[src/rtl/riscv_lsu_pkg.sv]
// Shared constants and types for the RISC-V load/store unit.
package riscv_lsu_pkg;

    localparam int unsigned XLEN   = 32;
    localparam int unsigned NBYTES = XLEN / 8;

    // Major opcodes served by this unit
    localparam logic [6:0] OPC_LOAD  = 7'b0000011;
    localparam logic [6:0] OPC_STORE = 7'b0100011;

    // funct3 encodings
    localparam logic [2:0] F3_LB  = 3'b000;
    localparam logic [2:0] F3_LH  = 3'b001;
    localparam logic [2:0] F3_LW  = 3'b010;
    localparam logic [2:0] F3_LBU = 3'b100;
    localparam logic [2:0] F3_LHU = 3'b101;
    localparam logic [2:0] F3_SB  = 3'b000;
    localparam logic [2:0] F3_SH  = 3'b001;
    localparam logic [2:0] F3_SW  = 3'b010;

    typedef enum logic [1:0] {
        ST_IDLE  = 2'd0,
        ST_ISSUE = 2'd1,
        ST_RESP  = 2'd2
    } lsu_state_e;

    // Request attributes kept for the duration of an access
    typedef struct packed {
        logic       store;
        logic [2:0] funct3;
        logic [1:0] addr_lo;
    } lsu_req_t;

endpackage

[src/rtl/riscv_lsu_if.sv]
// CPU-side request/response bus and word-addressed memory port.
interface riscv_lsu_if;
    import riscv_lsu_pkg::*;

    logic            req_valid;
    logic            req_ready;
    logic            req_store;
    logic [2:0]      req_funct3;
    logic [XLEN-1:0] req_addr;
    logic [XLEN-1:0] req_wdata;
    logic            resp_valid;
    logic            resp_err;
    logic [XLEN-1:0] resp_rdata;

    // CPU execute stage side
    modport master (
        output req_valid, req_store, req_funct3, req_addr, req_wdata,
        input  req_ready, resp_valid, resp_err, resp_rdata
    );

    // Load/store unit side
    modport slave (
        input  req_valid, req_store, req_funct3, req_addr, req_wdata,
        output req_ready, resp_valid, resp_err, resp_rdata
    );
endinterface

interface riscv_lsu_mem_if;
    import riscv_lsu_pkg::*;

    logic [XLEN-1:0]   mem_addr;
    logic              mem_rstrb;
    logic [NBYTES-1:0] mem_wmask;
    logic [XLEN-1:0]   mem_wdata;
    logic [XLEN-1:0]   mem_rdata;
    logic              mem_ready;

    // Load/store unit side
    modport master (
        output mem_addr, mem_rstrb, mem_wmask, mem_wdata,
        input  mem_rdata, mem_ready
    );

    // Memory side
    modport slave (
        input  mem_addr, mem_rstrb, mem_wmask, mem_wdata,
        output mem_rdata, mem_ready
    );
endinterface

[src/rtl/riscv_lsu_align.sv]
// Byte-lane steering: store mask/data, load extraction, legality and alignment.
module riscv_lsu_align
    import riscv_lsu_pkg::*;
(
    input  logic              store,
    input  logic [2:0]        funct3,
    input  logic [1:0]        addr_lo,
    input  logic [XLEN-1:0]   wdata,
    input  logic [XLEN-1:0]   rdata,
    output logic [NBYTES-1:0] wmask_c,
    output logic [XLEN-1:0]   wdata_c,
    output logic [XLEN-1:0]   rdata_c,
    output logic              illegal_c,
    output logic              misaligned_c
);

    logic [XLEN-1:0] shifted;

    // Decode access size and steer lanes in both directions
    always_comb begin
        wmask_c      = '0;
        wdata_c      = '0;
        rdata_c      = '0;
        illegal_c    = 1'b0;
        misaligned_c = 1'b0;
        shifted      = rdata >> {addr_lo, 3'b000};

        case ({store, funct3})
            {1'b1, F3_SB}: begin
                wmask_c = 4'b0001 << addr_lo;
                wdata_c = {4{wdata[7:0]}};
            end
            {1'b1, F3_SH}: begin
                wmask_c      = addr_lo[1] ? 4'b1100 : 4'b0011;
                wdata_c      = {2{wdata[15:0]}};
                misaligned_c = addr_lo[0];
            end
            {1'b1, F3_SW}: begin
                wmask_c      = 4'b1111;
                wdata_c      = wdata;
                misaligned_c = |addr_lo;
            end
            {1'b0, F3_LB}:  rdata_c = {{24{shifted[7]}}, shifted[7:0]};
            {1'b0, F3_LBU}: rdata_c = {24'h0, shifted[7:0]};
            {1'b0, F3_LH}: begin
                rdata_c      = {{16{shifted[15]}}, shifted[15:0]};
                misaligned_c = addr_lo[0];
            end
            {1'b0, F3_LHU}: begin
                rdata_c      = {16'h0, shifted[15:0]};
                misaligned_c = addr_lo[0];
            end
            {1'b0, F3_LW}: begin
                rdata_c      = shifted;
                misaligned_c = |addr_lo;
            end
            default: illegal_c = 1'b1;
        endcase
    end

endmodule

[src/rtl/riscv_lsu.sv]
// Load/store unit: accepts one access from execute, drives memory, returns result.
module riscv_lsu
    import riscv_lsu_pkg::*;
#(
    parameter int unsigned TIMEOUT = 255
) (
    input  logic            clk,
    input  logic            reset,
    riscv_lsu_if.slave      cpu,
    riscv_lsu_mem_if.master mem
);

    // Counter must hold TIMEOUT; keep one bit when timeouts are disabled
    localparam int unsigned     CNT_W   = (TIMEOUT > 0) ? $clog2(TIMEOUT + 1) : 1;
    localparam logic [CNT_W-1:0] CNT_MAX = '1;
    localparam logic [CNT_W-1:0] TMO     = CNT_W'(TIMEOUT);

    lsu_state_e        state;
    lsu_req_t          req_q;
    logic [CNT_W-1:0]  cnt;

    logic              req_ready_q;
    logic              resp_valid_q;
    logic              resp_err_q;
    logic [XLEN-1:0]   resp_rdata_q;
    logic [XLEN-1:0]   mem_addr_q;
    logic              mem_rstrb_q;
    logic [NBYTES-1:0] mem_wmask_q;
    logic [XLEN-1:0]   mem_wdata_q;

    logic              idle_c;
    logic              accept_c;
    logic              timeout_c;
    logic [CNT_W-1:0]  cnt_inc_c;
    logic              al_store_c;
    logic [2:0]        al_funct3_c;
    logic [1:0]        al_addr_lo_c;
    logic [NBYTES-1:0] al_wmask_c;
    logic [XLEN-1:0]   al_wdata_c;
    logic [XLEN-1:0]   al_rdata_c;
    logic              al_illegal_c;
    logic              al_misaligned_c;

    // Lane logic sees the live request in IDLE and the held request afterwards
    assign idle_c       = (state == ST_IDLE);
    assign al_store_c   = idle_c ? cpu.req_store      : req_q.store;
    assign al_funct3_c  = idle_c ? cpu.req_funct3     : req_q.funct3;
    assign al_addr_lo_c = idle_c ? cpu.req_addr[1:0]  : req_q.addr_lo;

    assign accept_c  = idle_c && req_ready_q && cpu.req_valid;
    assign cnt_inc_c = (cnt == CNT_MAX) ? cnt : cnt + CNT_W'(1);
    assign timeout_c = (TIMEOUT != 0) && (cnt_inc_c == TMO);

    riscv_lsu_align u_align (
        .store        (al_store_c),
        .funct3       (al_funct3_c),
        .addr_lo      (al_addr_lo_c),
        .wdata        (cpu.req_wdata),
        .rdata        (mem.mem_rdata),
        .wmask_c      (al_wmask_c),
        .wdata_c      (al_wdata_c),
        .rdata_c      (al_rdata_c),
        .illegal_c    (al_illegal_c),
        .misaligned_c (al_misaligned_c)
    );

    // Access FSM with request latches, timeout counter and registered outputs
    always_ff @(posedge clk) begin
        if (reset) begin
            state        <= ST_IDLE;
            req_q        <= '0;
            cnt          <= '0;
            req_ready_q  <= 1'b0;
            resp_valid_q <= 1'b0;
            resp_err_q   <= 1'b0;
            resp_rdata_q <= '0;
            mem_addr_q   <= '0;
            mem_rstrb_q  <= 1'b0;
            mem_wmask_q  <= '0;
            mem_wdata_q  <= '0;
        end else begin
            resp_valid_q <= 1'b0;
            resp_err_q   <= 1'b0;
            resp_rdata_q <= '0;

            case (state)
                ST_IDLE: begin
                    req_ready_q <= 1'b1;
                    if (accept_c) begin
                        req_ready_q   <= 1'b0;
                        req_q.store   <= cpu.req_store;
                        req_q.funct3  <= cpu.req_funct3;
                        req_q.addr_lo <= cpu.req_addr[1:0];
                        mem_addr_q    <= {cpu.req_addr[31:2], 2'b00};
                        if (al_illegal_c || al_misaligned_c) begin
                            state        <= ST_RESP;
                            resp_valid_q <= 1'b1;
                            resp_err_q   <= 1'b1;
                        end else begin
                            state       <= ST_ISSUE;
                            cnt         <= '0;
                            mem_rstrb_q <= !cpu.req_store;
                            mem_wmask_q <= al_wmask_c;
                            mem_wdata_q <= al_wdata_c;
                        end
                    end
                end

                ST_ISSUE: begin
                    if (mem.mem_ready) begin
                        state        <= ST_RESP;
                        mem_rstrb_q  <= 1'b0;
                        mem_wmask_q  <= '0;
                        resp_valid_q <= 1'b1;
                        resp_rdata_q <= req_q.store ? '0 : al_rdata_c;
                    end else if (timeout_c) begin
                        state        <= ST_RESP;
                        mem_rstrb_q  <= 1'b0;
                        mem_wmask_q  <= '0;
                        resp_valid_q <= 1'b1;
                        resp_err_q   <= 1'b1;
                    end else begin
                        cnt <= cnt_inc_c;
                    end
                end

                ST_RESP: begin
                    state       <= ST_IDLE;
                    req_ready_q <= 1'b1;
                end

                default: begin
                    state       <= ST_IDLE;
                    req_ready_q <= 1'b0;
                end
            endcase
        end
    end

    assign cpu.req_ready  = req_ready_q;
    assign cpu.resp_valid = resp_valid_q;
    assign cpu.resp_err   = resp_err_q;
    assign cpu.resp_rdata = resp_rdata_q;
    assign mem.mem_addr   = mem_addr_q;
    assign mem.mem_rstrb  = mem_rstrb_q;
    assign mem.mem_wmask  = mem_wmask_q;
    assign mem.mem_wdata  = mem_wdata_q;

endmodule

[src/flat_wrapper.sv]
// flat-port wrapper written by rule: the top's interface ports become plain ports
module riscv_lsu_flat import riscv_lsu_pkg::*;
#(
    parameter int unsigned TIMEOUT = 255
)
  (clk, reset, cpu_req_valid, cpu_req_store, cpu_req_funct3, cpu_req_addr, cpu_req_wdata, cpu_req_ready, cpu_resp_valid, cpu_resp_err, cpu_resp_rdata, mem_mem_addr, mem_mem_rstrb, mem_mem_wmask, mem_mem_wdata, mem_mem_rdata, mem_mem_ready);
  riscv_lsu_if cpu_i ();
  riscv_lsu_mem_if mem_i ();
  input  logic clk;
  input  logic reset;
  input wire logic [$bits(cpu_i.req_valid)-1:0] cpu_req_valid;
  input wire logic [$bits(cpu_i.req_store)-1:0] cpu_req_store;
  input wire logic [$bits(cpu_i.req_funct3)-1:0] cpu_req_funct3;
  input wire logic [$bits(cpu_i.req_addr)-1:0] cpu_req_addr;
  input wire logic [$bits(cpu_i.req_wdata)-1:0] cpu_req_wdata;
  output wire logic [$bits(cpu_i.req_ready)-1:0] cpu_req_ready;
  output wire logic [$bits(cpu_i.resp_valid)-1:0] cpu_resp_valid;
  output wire logic [$bits(cpu_i.resp_err)-1:0] cpu_resp_err;
  output wire logic [$bits(cpu_i.resp_rdata)-1:0] cpu_resp_rdata;
  output wire logic [$bits(mem_i.mem_addr)-1:0] mem_mem_addr;
  output wire logic [$bits(mem_i.mem_rstrb)-1:0] mem_mem_rstrb;
  output wire logic [$bits(mem_i.mem_wmask)-1:0] mem_mem_wmask;
  output wire logic [$bits(mem_i.mem_wdata)-1:0] mem_mem_wdata;
  input wire logic [$bits(mem_i.mem_rdata)-1:0] mem_mem_rdata;
  input wire logic [$bits(mem_i.mem_ready)-1:0] mem_mem_ready;
  assign cpu_i.req_valid = cpu_req_valid;
  assign cpu_i.req_store = cpu_req_store;
  assign cpu_i.req_funct3 = cpu_req_funct3;
  assign cpu_i.req_addr = cpu_req_addr;
  assign cpu_i.req_wdata = cpu_req_wdata;
  assign cpu_req_ready = cpu_i.req_ready;
  assign cpu_resp_valid = cpu_i.resp_valid;
  assign cpu_resp_err = cpu_i.resp_err;
  assign cpu_resp_rdata = cpu_i.resp_rdata;
  assign mem_mem_addr = mem_i.mem_addr;
  assign mem_mem_rstrb = mem_i.mem_rstrb;
  assign mem_mem_wmask = mem_i.mem_wmask;
  assign mem_mem_wdata = mem_i.mem_wdata;
  assign mem_i.mem_rdata = mem_mem_rdata;
  assign mem_i.mem_ready = mem_mem_ready;
  riscv_lsu #(.TIMEOUT(TIMEOUT)) u_core (.clk(clk), .reset(reset), .cpu(cpu_i), .mem(mem_i));
endmodule
[config.mk]
export PLATFORM = sky130hd
export DESIGN_NAME = riscv_lsu_flat
export DESIGN_NICKNAME = d
export VERILOG_FILES = /design/src/rtl/riscv_lsu_pkg.sv /design/src/rtl/riscv_lsu_if.sv /design/src/rtl/riscv_lsu_align.sv /design/src/rtl/riscv_lsu.sv /design/src/flat_wrapper.sv
export SDC_FILE = /design/constraint.sdc
export NUM_CORES = 1
export LEC_CHECK = 0
export ABC_AREA = 1
export ABC_CLOCK_PERIOD_IN_PS = 1650
export BUFFER_PORTS_ARGS = -buffer_cell sky130_fd_sc_hd__buf_2
export CORE_MARGIN = 2
export CORE_UTILIZATION = 45
export CTS_BUF_LIST = sky130_fd_sc_hd__clkbuf_16
export CTS_CLUSTER_DIAMETER = 60
export CTS_CLUSTER_SIZE = 12
export DETAILED_ROUTE_END_ITERATION = 8
export PLACE_DENSITY = 0.77
export SETUP_SLACK_MARGIN = 0.5
export SYNTH_ARGS = -nofsm -noshare
export SYNTH_HDL_FRONTEND = slang
export SYNTH_SLANG_ARGS = --single-unit
[constraint.sdc]
create_clock -name clk -period 1.65 [get_ports clk]
set_input_delay 0.2475 -clock clk [delete_from_list [all_inputs] [get_ports clk]]
set_output_delay 0.2475 -clock clk [all_outputs]
set_load 0.1 [all_outputs]
==> results.toml <==
[timing]
finClkSkew_ns = 0.007065
timing_max_transition_violations_final = 0
hold_violations = 0
totalNegativeSetupSlack_ns = -10.00
final_min_period_over_clock_period_pct = 113.8
max_freq_mhz = 532.7
setup_violations = 74
rsz0062_at_grt = "true"
final_period_minus_worst_setup_slack_ns = 1.877
timing.final.ws_setup_ns = -0.2272

[critical_path]
worst-endpoint-arrival_ns = 2.22
r2r_setup_slack_ns = -0.23
slowest_delay_ns = 0.36
critPathKind = "reg2reg"
path_common_cell = "sky130_fd_sc_hd__nand2_2"
cp.required_ns = 1.99
critical_path.startpoint_type = "register"
register_to_register_path_depth = 12
endpoint_kind = "register"
rr_startpoint = "u_core.state[1]"
reg2reg_to = "u_core.mem.mem_wdata[29]"
timing.critical_path.slowest_stage_cell = "sky130_fd_sc_hd__dfxtp_4"
cp_cell_sequence = "nor2_4, buf_4, nand2_1, nand2_2, nand2_2, buf_4, nor2_4, buf_12, nand2_2, o211ai_1, nand2_1, a21oi_2"
worst-path-max-fanout = 8

[routing]
antenna_left = 0
post_drt_via_cell_ratio = 5.214
route.vias.total = 6439
detailedRoute.firstPassIterationCount = 5
drcViolationCount = 0
drt_wl_total_um = 18780
drt_iter0_markers = 467
post_drt_wl_per_cell_um = 15.21

[clock_tree]
tritoncts = "done"
clkLatencyLatePin_ns = 0.42
cell_chosen_for_the_clock_root = "sky130_fd_sc_hd__clkbuf_16"
cts.path.max_buffers = 2
clk_pin_slew_ns = 0.06
cts_sinks = 118
number_of_levels_the_h_tree_was_split_into = 4
tritoncts.num_buffers = 17

[power_and_ir_drop]
leakage_nw = 4.501
cellInternalPower_mw = 6.697
net_sw_share_pct = 40.25
power.share.sequential_pct = 29.6
share_comb_of_total_power_pct = 41.1
share_clk_of_total_power_pct = 29.3
power_density_over_cell_area_nw_per_um2 = 1266
p_switching_mw = 4.512
worst_ir_drop_vdd_mv = 0.8699

[hold_path]
worstHoldEndpoint = "u_core.mem.mem_addr[19]"
min_from = "cpu_req_addr[19]"
min_path_type = "in2reg"
worstHoldPathCells = 3

[floorplanning]
initial_utilization_pct = 45.93
ios = 208
die-width_um = 114.5
design.die.area_um2 = 13110
floorplan.core_area_um2 = 11960
die_h_um = 114.5
rows = 40

[finish]
final_common_cell = "sky130_fd_sc_hd__buf_2"
ratio_of_cells_with_drive_above_1_in_the_final_layout_pct = 48.57
syn2layout_area_growth_pct = 61.17
nNetsFinal = 1179
mostFrequentLayoutCells = "sky130_fd_sc_hd__buf_2, sky130_fd_sc_hd__nand2_1, sky130_fd_sc_hd__nor2_1"
finish.cell_count_without_fillers = 1235

[global_routing]
grt_pass1_vias = 6088
grt_overflow = 0
grt_start_max_net_pins = 51
grt_use_total_pct = 28.10
global_route_wire_length_before_repair_um = 29040
antenna_violations_before_repair = 1

[placement]
port_buffers = 205
place_hpwl_um = 12670
dpl.cell_count = 1188
place_congestion = 0.9024

[yosys]
synth_area_um2 = 5494
synth.yosys.warnings = 0
post_synth_inst_count = 793
synth_area_per_cell_um2 = 6.928
netlist-cell-type-count = 35
synth.ff_latch_count = 118
synth-seq-area-share_pct = 43.00

[outcome]
status = "finished, violations left"
violations_in_the_final_reports = "negative setup slack"

[job]
maxCapViolCount = 0
## cell families (layout without fill, tap and decap cells)
logic type	count (synthesis)	count (layout)	share of synthesized area [%]
flip-flops	118	118	43.00
adder cells (fa/ha/maj)	1	1	0.2277
AO/OA/AOI/OAI	177	177	18.99
XOR/XNOR	1	1	0.1594
other	1	3	0.06826
AND/OR/NAND/NOR	371	373	28.01
buffers and inverters	124	415	9.542
## timing repair
| action | in CTS | in global routing |
|---|---|---|
| endpoints found under the setup margin | 220 | 220 |
| gates cloned | 2 | 1 |
| hold buffers | 0 | 0 |
| gates resized for setup | 134 | 93 |
| pin swaps | 8 | 6 |
| setup buffers | 11 | 0 |
## registers in the layout, indices dropped and copies added, names as in the netlist, 2 cells and up
name and cells:
u_core.cpu.resp_rdata 32, u_core.mem.mem_addr 30, u_core.state 2, u_core.req_q 6, u_core.cnt 8, u_core.mem.mem_wmask 4
u_core.mem.mem_wdata 32
## cells in the mapped netlist (all sizes together)
master	n	area, um^2
o22ai	6	37.54
clkbuf	22	82.58
a211oi	9	67.56
ha	1	12.51
dfxtp	118	2362
o221ai	1	15.01
nor3	1	5.000
xor2	1	8.760
o211ai	15	112.6
conb	1	3.750
nor2	138	540.5
a2111oi	1	8.760
nand3	40	210.2
or2	1	6.260
o21ai	74	374.1
o21bai	21	157.7
a21oi	45	232.7
nand2	189	749.5
buf	18	126.4
nand4	2	27.53
a22oi	5	37.54
inv	84	315.3
## critical path, delay by kind of cell (launching register included)
kind | cells | cell delay, ns
flops | 1 | 0.36
simple gates | 7 | 0.77
buf+inv | 3 | 0.43
compound gates | 2 | 0.24
## layout make-up
type / count / area [um^2]
fillers: 876 / 3107
multi-input cells: 554 / 2950
flip-flops and latches: 118 / 2504
repair buffers: 299 / 2370
clock buffers: 17 / 425.4
inverters: 84 / 320.3
well taps: 147 / 183.9
clock inverters: 15 / 98.84
diodes: 1 / 2.502
## power groups by stage
stage	Clock (mW)	Combinational, mW	Sequential, mW
finish	3.29	4.60	3.32
global route	3.49	4.89	3.34
CTS	3.31	4.35	3.29
detailed placement	0	3.99	3.32
global placement	0	3.96	3.31
floorplan	0	1.60	4.58
## worst max-delay path by stage
stage / start / end / slack [ns]
final: u_core.state[1] / u_core.mem.mem_wdata[29] / -0.23
after global placement: u_core.state[1] / u_core.mem.mem_wmask[0] / -0.29
after global routing: u_core.state[0] / u_core.mem.mem_wdata[29] / -0.35
after floorplan: u_core.cnt[1] / u_core.mem.mem_wmask[1] / -0.04
after detailed placement: u_core.state[1] / u_core.mem.mem_wdata[10] / -0.28
after CTS: u_core.state[1] / u_core.mem.mem_wdata[29] / -0.15
## per-stage QoR
stage          hold WS, ns  instance area [um^2]  power, mW  setup slack (ns)  util [%]
2_1_floorplan       0.3829                  5843      6.174          -0.03553         -
3_3_place_gp        0.4467                  7466      7.274           -0.2861     62.42
3_5_place_dp        0.4495                  7466      7.310           -0.2807     62.42
4_1_cts            0.06818                  8548      10.95           -0.1484     71.46
5_1_grt            0.07948                  8855      11.72           -0.3520     74.03
6_report           0.07911                  8855      11.21           -0.2272     74.03
## layer usage
metal  track usage, %  up-vias  routed length, um
li1                 -     3114                  -
met1            33.72     2959               7423
met2            47.06      301               9351
met3            7.464       65               1370
met4            12.68        0                635
met5                0        -                  0
(Power assumes the default switching activity.)
